## src/rtl/convolution_procesor_pkg.sv

```systemverilog
`default_nettype none
// +----------------------------------------------------------------------------+
// | Module  : convolution_procesor_pkg                                         |
// | Purpose : Shared types and helpers for the convolution result reader:      |
// |           read-out FSM state encoding and saturation limit functions.      |
// | Ports   : none (package)                                                   |
// | Revision: 1.0 - initial release                                            |
// +----------------------------------------------------------------------------+
package convolution_procesor_pkg;

  typedef enum logic [1:0] {
    ST_IDLE  = 2'd0,
    ST_READ  = 2'd1,
    ST_DRAIN = 2'd2,
    ST_DONE  = 2'd3
  } state_t;

  // Largest value representable in a signed word of the given width.
  function automatic longint sat_max(input int width);
    return (longint'(1) << (width - 1)) - longint'(1);
  endfunction

  // Most negative value representable in a signed word of the given width.
  function automatic longint sat_min(input int width);
    return -(longint'(1) << (width - 1));
  endfunction

endpackage
`default_nettype wire

```

## src/rtl/convolution_procesor_sat_fifo2.sv

```systemverilog
`default_nettype none
// +----------------------------------------------------------------------------+
// | Module  : convolution_procesor_sat_fifo2                                   |
// | Purpose : Two-entry output FIFO that narrows each incoming memory word to  |
// |           the output width with signed saturation as it is written.        |
// | Ports   : clk, rst_n        - clock, async active-low reset                |
// |           wr_en, wr_data    - push a DATA_WIDTH_M word                     |
// |           rd_en             - pop head (ignored when empty)                |
// |           rd_data, rd_sat   - head word and its saturation flag            |
// |           full, empty, count- occupancy status                             |
// | Revision: 1.0 - initial release                                            |
// +----------------------------------------------------------------------------+
module convolution_procesor_sat_fifo2
  import convolution_procesor_pkg::*;
#(
  parameter int DATA_WIDTH_M = 22,
  parameter int DATA_WIDTH_O = 16
) (
  input  logic                    clk,
  input  logic                    rst_n,
  input  logic                    wr_en,
  input  logic [DATA_WIDTH_M-1:0] wr_data,
  input  logic                    rd_en,
  output logic [DATA_WIDTH_O-1:0] rd_data,
  output logic                    rd_sat,
  output logic                    full,
  output logic                    empty,
  output logic [1:0]              count
);

  logic [DATA_WIDTH_O-1:0] w_wr_word;
  logic                    w_wr_sat;

  generate
    if (DATA_WIDTH_O < DATA_WIDTH_M) begin : g_sat
      localparam logic signed [DATA_WIDTH_M-1:0] C_SAT_HI = DATA_WIDTH_M'(sat_max(DATA_WIDTH_O));
      localparam logic signed [DATA_WIDTH_M-1:0] C_SAT_LO = DATA_WIDTH_M'(sat_min(DATA_WIDTH_O));
      always_comb begin
        w_wr_word = wr_data[DATA_WIDTH_O-1:0];
        w_wr_sat  = 1'b0;
        if ($signed(wr_data) > C_SAT_HI) begin
          w_wr_word = C_SAT_HI[DATA_WIDTH_O-1:0];
          w_wr_sat  = 1'b1;
        end else if ($signed(wr_data) < C_SAT_LO) begin
          w_wr_word = C_SAT_LO[DATA_WIDTH_O-1:0];
          w_wr_sat  = 1'b1;
        end
      end
    end else begin : g_pass
      // Equal widths: nothing can overflow, so the word passes straight through.
      assign w_wr_word = wr_data[DATA_WIDTH_O-1:0];
      assign w_wr_sat  = 1'b0;
    end
  endgenerate

  // Each slot holds {sat_flag, word}.
  logic [DATA_WIDTH_O:0] slot0_q, slot0_d, slot1_q, slot1_d;
  logic                  wr_ptr_q, wr_ptr_d, rd_ptr_q, rd_ptr_d;
  logic [1:0]            count_q, count_d;
  logic                  w_push, w_pop;
  logic [DATA_WIDTH_O:0] w_head;

  always_comb begin
    w_push   = wr_en;
    w_pop    = rd_en && (count_q != 2'd0);
    slot0_d  = slot0_q;
    slot1_d  = slot1_q;
    if (w_push) begin
      if (wr_ptr_q) slot1_d = {w_wr_sat, w_wr_word};
      else          slot0_d = {w_wr_sat, w_wr_word};
    end
    wr_ptr_d = wr_ptr_q ^ w_push;
    rd_ptr_d = rd_ptr_q ^ w_pop;
    count_d  = count_q + {1'b0, w_push} - {1'b0, w_pop};
  end

  always_ff @(posedge clk or negedge rst_n) begin
    if (!rst_n) begin
      slot0_q  <= '0;
      slot1_q  <= '0;
      wr_ptr_q <= 1'b0;
      rd_ptr_q <= 1'b0;
      count_q  <= 2'd0;
    end else begin
      slot0_q  <= slot0_d;
      slot1_q  <= slot1_d;
      wr_ptr_q <= wr_ptr_d;
      rd_ptr_q <= rd_ptr_d;
      count_q  <= count_d;
    end
  end

  assign w_head  = rd_ptr_q ? slot1_q : slot0_q;
  assign rd_data = w_head[DATA_WIDTH_O-1:0];
  assign rd_sat  = w_head[DATA_WIDTH_O];
  assign full    = (count_q == 2'd2);
  assign empty   = (count_q == 2'd0);
  assign count   = count_q;

endmodule
`default_nettype wire

```

## src/rtl/convolution_procesor_result_reader.sv

```systemverilog
`default_nettype none
// +----------------------------------------------------------------------------+
// | Module  : convolution_procesor_result_reader                               |
// | Purpose : Reads accumulated results from the result RAM and streams them   |
// |           out over valid/ready, saturated to the output width.             |
// | Ports   : clk, rst_n                    - clock, async active-low reset    |
// |           start, length, base_addr      - read-out request                 |
// |           mem_rd_en/addr, mem_rd_data   - result RAM read port (1-cycle)   |
// |           data_out, sat_flag, data_valid, data_ready - output stream       |
// |           busy, done                    - status                           |
// | Revision: 1.0 - initial release                                            |
// +----------------------------------------------------------------------------+
module convolution_procesor_result_reader
  import convolution_procesor_pkg::*;
#(
  parameter int DATA_WIDTH_M = 22,
  parameter int DATA_WIDTH_O = 16,
  parameter int ADDR_WIDTH   = 10
) (
  input  logic                    clk,
  input  logic                    rst_n,
  input  logic                    start,
  input  logic [ADDR_WIDTH:0]     length,
  input  logic [ADDR_WIDTH-1:0]   base_addr,
  output logic                    mem_rd_en,
  output logic [ADDR_WIDTH-1:0]   mem_rd_addr,
  input  logic [DATA_WIDTH_M-1:0] mem_rd_data,
  output logic [DATA_WIDTH_O-1:0] data_out,
  output logic                    data_valid,
  input  logic                    data_ready,
  output logic                    sat_flag,
  output logic                    busy,
  output logic                    done
);

  state_t                state_q, state_d;
  logic [ADDR_WIDTH:0]   rem_q, rem_d;
  logic [ADDR_WIDTH-1:0] addr_q, addr_d;
  logic                  pend_q, pend_d;
  logic                  busy_q, busy_d;
  logic                  done_q, done_d;

  logic       w_full, w_empty, w_pop, w_room, w_issue;
  logic [1:0] w_count;

  assign w_pop = !w_empty && data_ready;

  // A new read lands in the buffer one cycle after it is issued, so it may go
  // out only if entries held plus the read already in flight, less the word
  // leaving this cycle, still leave a free slot.
  always_comb begin
    if (pend_q) w_room = (w_count == 2'd0) || ((w_count == 2'd1) && w_pop);
    else        w_room = !w_full || w_pop;
  end

  assign w_issue = (state_q == ST_READ) && w_room;

  always_comb begin
    state_d = state_q;
    rem_d   = rem_q;
    addr_d  = addr_q;
    busy_d  = busy_q;
    done_d  = 1'b0;
    pend_d  = w_issue;
    case (state_q)
      ST_IDLE: begin
        if (start) begin
          rem_d   = length;
          addr_d  = base_addr;
          busy_d  = 1'b1;
          state_d = (length == '0) ? ST_DONE : ST_READ;
        end
      end
      ST_READ: begin
        if (w_issue) begin
          addr_d = addr_q + 1'b1;  // wraps naturally at 2^ADDR_WIDTH
          rem_d  = rem_q - 1'b1;
          if (rem_q == (ADDR_WIDTH+1)'(1)) state_d = ST_DRAIN;
        end
      end
      ST_DRAIN: begin
        if (w_empty && !pend_q) state_d = ST_DONE;
      end
      ST_DONE: begin
        done_d  = 1'b1;
        busy_d  = 1'b0;
        state_d = ST_IDLE;
      end
      default: state_d = ST_IDLE;
    endcase
  end

  always_ff @(posedge clk or negedge rst_n) begin
    if (!rst_n) begin
      state_q <= ST_IDLE;
      rem_q   <= '0;
      addr_q  <= '0;
      pend_q  <= 1'b0;
      busy_q  <= 1'b0;
      done_q  <= 1'b0;
    end else begin
      state_q <= state_d;
      rem_q   <= rem_d;
      addr_q  <= addr_d;
      pend_q  <= pend_d;
      busy_q  <= busy_d;
      done_q  <= done_d;
    end
  end

  convolution_procesor_sat_fifo2 #(
    .DATA_WIDTH_M (DATA_WIDTH_M),
    .DATA_WIDTH_O (DATA_WIDTH_O)
  ) u_fifo (
    .clk     (clk),
    .rst_n   (rst_n),
    .wr_en   (pend_q),
    .wr_data (mem_rd_data),
    .rd_en   (data_ready),
    .rd_data (data_out),
    .rd_sat  (sat_flag),
    .full    (w_full),
    .empty   (w_empty),
    .count   (w_count)
  );

  assign mem_rd_en   = w_issue;
  assign mem_rd_addr = addr_q;
  assign data_valid  = !w_empty;
  assign busy        = busy_q;
  assign done        = done_q;

endmodule
`default_nettype wire
```

## config.mk

```make
export PLATFORM = sky130hd
export DESIGN_NAME = convolution_procesor_result_reader
export DESIGN_NICKNAME = d
export VERILOG_FILES = /design/src/rtl/convolution_procesor_pkg.sv /design/src/rtl/convolution_procesor_sat_fifo2.sv /design/src/rtl/convolution_procesor_result_reader.sv
export SDC_FILE = /design/constraint.sdc
export NUM_CORES = 1
export LEC_CHECK = 0
export CORE_MARGIN = 1
export CORE_UTILIZATION = 46
export CTS_CLUSTER_SIZE = 20
export DETAILED_ROUTE_END_ITERATION = 10
export HOLD_SLACK_MARGIN = 0.08
export PLACE_DENSITY = 0.83
export SYNTH_ARGS = -nofsm -noshare
export SYNTH_HDL_FRONTEND = slang
export SYNTH_SLANG_ARGS = --single-unit
```

## constraint.sdc

```tcl
create_clock -name clk -period 1.69 [get_ports clk]
set_input_delay 0.2535 -clock clk [delete_from_list [all_inputs] [get_ports clk]]
set_output_delay 0.2535 -clock clk [all_outputs]
set_load 0.03 [all_outputs]
```

* Word-level counts from Yosys, hierarchy flattened
Cells that the tools add are included.
** Operators by class
- Muxes and demuxes :: 21
- Reductions and logical operators :: 21
- Equal/unequal tests :: 10
- Bitwise logic cells :: 3
- $add $sub $neg :: 4
- Magnitude comparators :: 2
** Operators with widths (number)
- $mux W16 :: 2
- $gt A22 B16 Y1 const B :: 1
- $lt A22 B16 Y1 const B :: 1
- $mux W11 :: 2
- $pmux W11 S2 :: 1
- $mux W10 :: 2
- $pmux W10 S2 :: 1
- $mux W17 :: 1
- $eq A11 B1 Y1 const B :: 1
- $logic_not A11 Y1 :: 1
- $sub A11 B1 Y11 const B :: 1
- $add A10 B1 Y10 const B :: 1
- $mux W2 :: 5
- $pmux W2 S4 :: 1
- $eq A2 B2 Y1 const B :: 3
- $ne A2 B2 Y1 const B :: 3
- $reduce_and A2 Y1 :: 3
- $reduce_bool A2 Y1 :: 3
- $logic_and A1 B1 Y1 :: 5
- $mux W1 :: 5
- $eq A2 B1 Y1 const B :: 2
- $logic_not A2 Y1 :: 2
- $reduce_and A4 Y1 :: 1
- $logic_not A1 Y1 :: 3
- other kinds (8) :: 10
** Storage, ports and cells
- Word-level logic and storage cells :: 72
- Bits in registers :: 64
- Output and inout bits :: 31
- Input port bits :: 47

* Logic depth before layout (Yosys ltp)
- Depth in word-level cells :: 9
- Mapped depth :: 10
- Depth with buffers taken out :: 7

* Cells and area by module
From an unflattened synthesis, not the netlist that was laid out.
** Unflattened totals
- Cells, all modules :: 478
- Area total of the unflattened synthesis :: 4129.0 µm²
** Modules (own cells, without submodules)
- convolution_procesor_sat_fifo2 :: seq. area each 950.9 µm², cells an instance 232, instances 1, area an instance 2093.3 µm²
- convolution_procesor_result_reader :: seq. area each 650.6 µm², cells an instance 246, instances 1, area an instance 2035.7 µm²

* Worst setup path after synthesis
Ideal clock, no wire load.
- Kind :: reg2reg
- Start :: reg u_fifo.count_q[1], in the netlist u_fifo.count[1]
- End :: reg u_fifo.count_q[1], in the netlist u_fifo.count[1]
- Arrival time :: 1.717 ns
- Path buffers :: 0
- Clock period less this slack :: 1.842 ns
- Library setup time :: 0.124 ns
- Required time :: 1.566 ns
- Stages on the path, launching flop included :: 8
- Setup slack :: -0.152 ns
- Cells stage by stage :: dfrtp_1 or2_2 and2_1 ha_1 inv_1 ha_1 xnor2_1 xnor2_1
** Between the ends
- Cells in the longest elaborated chain, start to end :: 3
- Elaborated cells on any way between the ends :: 4
- Classes of those cells :: add/sub (2); reduce/logical (2)
** RTL lines
- from (decl) :: RTL line convolution_procesor_sat_fifo2.sv:59 : logic [1:0] count_q, count_d;
- from (signal assigned) :: RTL line convolution_procesor_sat_fifo2.sv:89 : count_q <= count_d;
- branches (longest 2 deep; another with $add A2 B1 Y2)
- $sub A2 B1 Y2 (*) :: RTL line convolution_procesor_sat_fifo2.sv:74 : count_d = count_q + {1'b0, w_push} - {1'b0, w_pop};
- net u_fifo.count_d[1] :: RTL line convolution_procesor_sat_fifo2.sv:59
Mark *: on every way through the listed nets, which the timed path passes.
A chain may end at the register's enable or synchronous reset.

* Worst setup path in the final report
- Start :: reg rem_q[2]
- End :: reg state_q[1]
** Between the ends
- Cells in the longest elaborated chain, start to end :: 3
** RTL lines
- from (decl) :: RTL line convolution_procesor_result_reader.sv:37 : logic [ADDR_WIDTH:0] rem_q, rem_d;
- from (signal assigned) :: RTL line convolution_procesor_result_reader.sv:103 : rem_q <= rem_d;
- $eq A11 B1 Y1 :: RTL line convolution_procesor_result_reader.sv:78 : if (rem_q == (ADDR_WIDTH+1)'(1)) state_d = ST_DRAIN;
- $ne A2 B1 Y1 (no line)
- $reduce_and A4 Y1 (no line)
- to (signal assigned) :: RTL line convolution_procesor_result_reader.sv:102 : state_q <= state_d;
- to (decl) :: RTL line convolution_procesor_result_reader.sv:36 : state_t state_q, state_d;
No other way between the ends.

==> impl_metrics.toml <==
[global_routing]
grt_pass1_wl_um = 14700
gr-total-overflow = 0
grt_start_max_net_pins = 65
antenna_found_initial = 0
first_global_vias = 3172
grt_usage = 0.245

[timing]
worst_pin_slew_ns = 0.373
setup_slack_ns = -0.192
fmax_mhz = 531
finalHoldViolCount = 0
rsz0062_at_grt = "true"
period_needed_ns = 1.88
post-route-period-util = 1.11
fin_tns_setup_ns = -1.58
setup_viol = 17
relSlewSlack = 0.750
finalClockSkew_ns = 0.00639
final_max_slew_viol_count = 0

[floorplan]
rows = 31
initial_utilization = 0.480
ios = 78
die_x_um = 89.2
die_h_um = 89.2
core_region_area_mm2 = 0.00729
dieArea_mm2 = 0.00796

[synth]
synth_edf_count = 0
synthesis.nets = 397
syn_area_mm2 = 0.00350
ys_ff_latch = 64
synth_warnings = 0
synth-main-ff-cell = "dfrtp_1"
synthArstFlopShare = 1.00
netlist_instances = 339
syn_area_per_cell_um2 = 10.3
synth_cell_types = 49
seq_area_frac_synth = 0.458

[setup_path]
worstPathArrival_ns = 2.14
start_kind = "flip-flop"
endpoint_kind = "flip-flop"
crit_type = "flip-flop to flip-flop"
ff2ff_path_depth = 5
cp_data_required_time_ns = 1.95
r2r_slack_ns = -0.19
cp_max_fo = 2

[cts]
cts_tree = "built"
clock_sinks = 64
clk_path_buf_depth = 2
root_buffer = "clkbuf_8"
clk_pin_slew_ns = 0.08
cts_buffers = 9
clock_latency_ns = 0.35
htreeDepth = 3

[routing]
via_count = 3274
via_per_inst = 5.67
drt_wl_total_um = 10500
drt_pass1_iterations = 6
drc_errors = 0
drt_iter0_drc = 168
drt-wirelength-per-cell_um = 18.2
ant_nets = 0

[final_layout]
syn2layout_area_growth_pct = 56.5
nets = 531
diodes = 0
drive_gt1_frac = 0.410
stdcell_area_mm2 = 0.00548
finalNonFillerCells = 577

[pwr]
p_leak_nw = 2.44
p_per_area_mw_per_mm2 = 2200
power_mw = 12.1
irDropWorstVdd_mv = 0.975

[placement]
dp.final_hpwl_um = 6380
dpl.cell_count = 536
post_dp_cell_area_mm2 = 0.00467
preCtsSetupSlack_ns = -0.295
place_congestion = 0.896
port_buffers = 77

[run_status]
violations = "setup timing"
status = "finished, violations left"

[hold_path]
worstHoldPathType = "input pin to async pin"

[flow_run]
drv_cap = 0
-- cells by family (layout without fill, tap and decap cells) --
family	count (synthesis)	in the layout	synth area share
AOI/OAI and AO/OA	69	69	0.128
adders and majority gates	11	11	0.0393
muxes	57	57	0.181
buffers and inverters	29	168	0.0343
xor gates and xnor gates	3	3	0.00751
and+or+nand+nor	106	106	0.152
DFF	64	64	0.458
-- synth_stat cells, types with 2 or more instances --
cell type | number | share of area
a211oi_1 | 2 | 0.0043
a21oi_1 | 23 | 0.033
a2bb2oi_1 | 5 | 0.013
a41oi_1 | 2 | 0.0050
and2_1 | 2 | 0.0036
and3_1 | 5 | 0.0089
and4_1 | 2 | 0.0050
buf_2 | 5 | 0.0071
clkbuf_1 | 10 | 0.011
dfrtp_1 | 64 | 0.46
ha_1 | 11 | 0.039
inv_1 | 11 | 0.012
mux2_2 | 51 | 0.16
mux2i_1 | 6 | 0.017
nand2_1 | 26 | 0.028
nand3_1 | 6 | 0.0086
nand4_1 | 4 | 0.0071
nand4b_1 | 2 | 0.0050
nor2_1 | 40 | 0.043
nor3_1 | 5 | 0.0071
nor4_1 | 4 | 0.0071
o21a_1 | 3 | 0.0064
o21ai_0 | 11 | 0.016
o22ai_1 | 11 | 0.020
or3_2 | 3 | 0.0064
xnor2_1 | 2 | 0.0050
-- what timing repair did --
action	CTS	global route
hold buffers	1	0
resized for setup	125	76
pin swaps	12	17
endpoints found under the setup margin	39	40
setup buffers	11	11
cloned	1	2
endpoints found under the hold margin	64	0
-- worst max-delay path, cell delays in order, from the launching register on --
cell,delay (ns)
dfrtp_1,0.39
or3_4,0.40
nor3b_2,0.20
nand4b_1,0.18
a221oi_2,0.36
mux2i_1,0.27
-- through the flow --
stage,hold WS [ns],utilization
6_report,0.451,0.751
5_1_grt,0.490,0.751
4_1_cts,0.481,0.703
3_5_place_dp,0.305,0.640
3_3_place_gp,0.292,0.640
2_1_floorplan,-0.0421,-
-- where the power goes --
group	leakage [nW]	internal (mW)	switching, mW
sequential	0.759	2.31	0.668
clock	0.110	0.832	0.645
combinational	1.57	3.98	3.64
total	2.44	7.12	4.95
-- registers in the layout (all words and copies together), names as in the netlist --
register,count
mem_rd_addr,10
rem_q,11
u_fifo.count,2
done,1
state_q,2
busy,1
pend_q,1
u_fifo.rd_ptr_q,1
u_fifo.wr_ptr_q,1
u_fifo.slot0_q,17
u_fifo.slot1_q,17
-- cells in the final DEF, fill, tap and decap left out, types with 3 or more instances in the layout --
master	n
dfrtp_2	3
inv_2	3
a2bb2oi_2	3
dlymetal6s2s_1	4
mux2_2	36
inv_1	7
a21oi_2	3
nand2_1	24
buf_12	8
dlygate4sd2_1	8
clkdlybuf4s50_1	46
o21ai_1	3
nor4_1	4
mux2i_1	6
buf_6	28
nand3_1	5
a21oi_1	19
nor3_1	4
o21ai_0	8
o22ai_1	9
ha_1	7
ha_4	4
clkbuf_8	9
mux2_4	15
dfrtp_1	61
and3_1	4
nand4_1	4
buf_4	42
nor2_1	39
-- layer usage --
metal	track usage	up-vias	share of wire
li1	-	1489	-
met3	0.0628	21	0.074
met4	0.0722	0	0.017
met2	0.441	146	0.54
met5	0	-	0
met1	0.287	1618	0.37
-- worst paths after layout --
path / end / startpoint
max: state_q[1] / rem_q[2]
max reg2reg: state_q[1] / rem_q[2]
max in group asynchronous: u_fifo.slot0_q[6] / rst_n
min reg2reg: u_fifo.slot0_q[13] / u_fifo.slot0_q[13]
min in group clk: u_fifo.rd_ptr_q / data_ready
min: u_fifo.slot1_q[4] / rst_n
-- cell type report --
cell class              count  area, um2
inverters                  11       46.3
fillers                   444       1810
clock inverters             7       95.1
flip-flops and latches     64       1610
clock buffers               9        124
multi-input cells         246       2030
well taps                  99        124
repair buffers            141       1450
(Power assumes the default switching activity.)
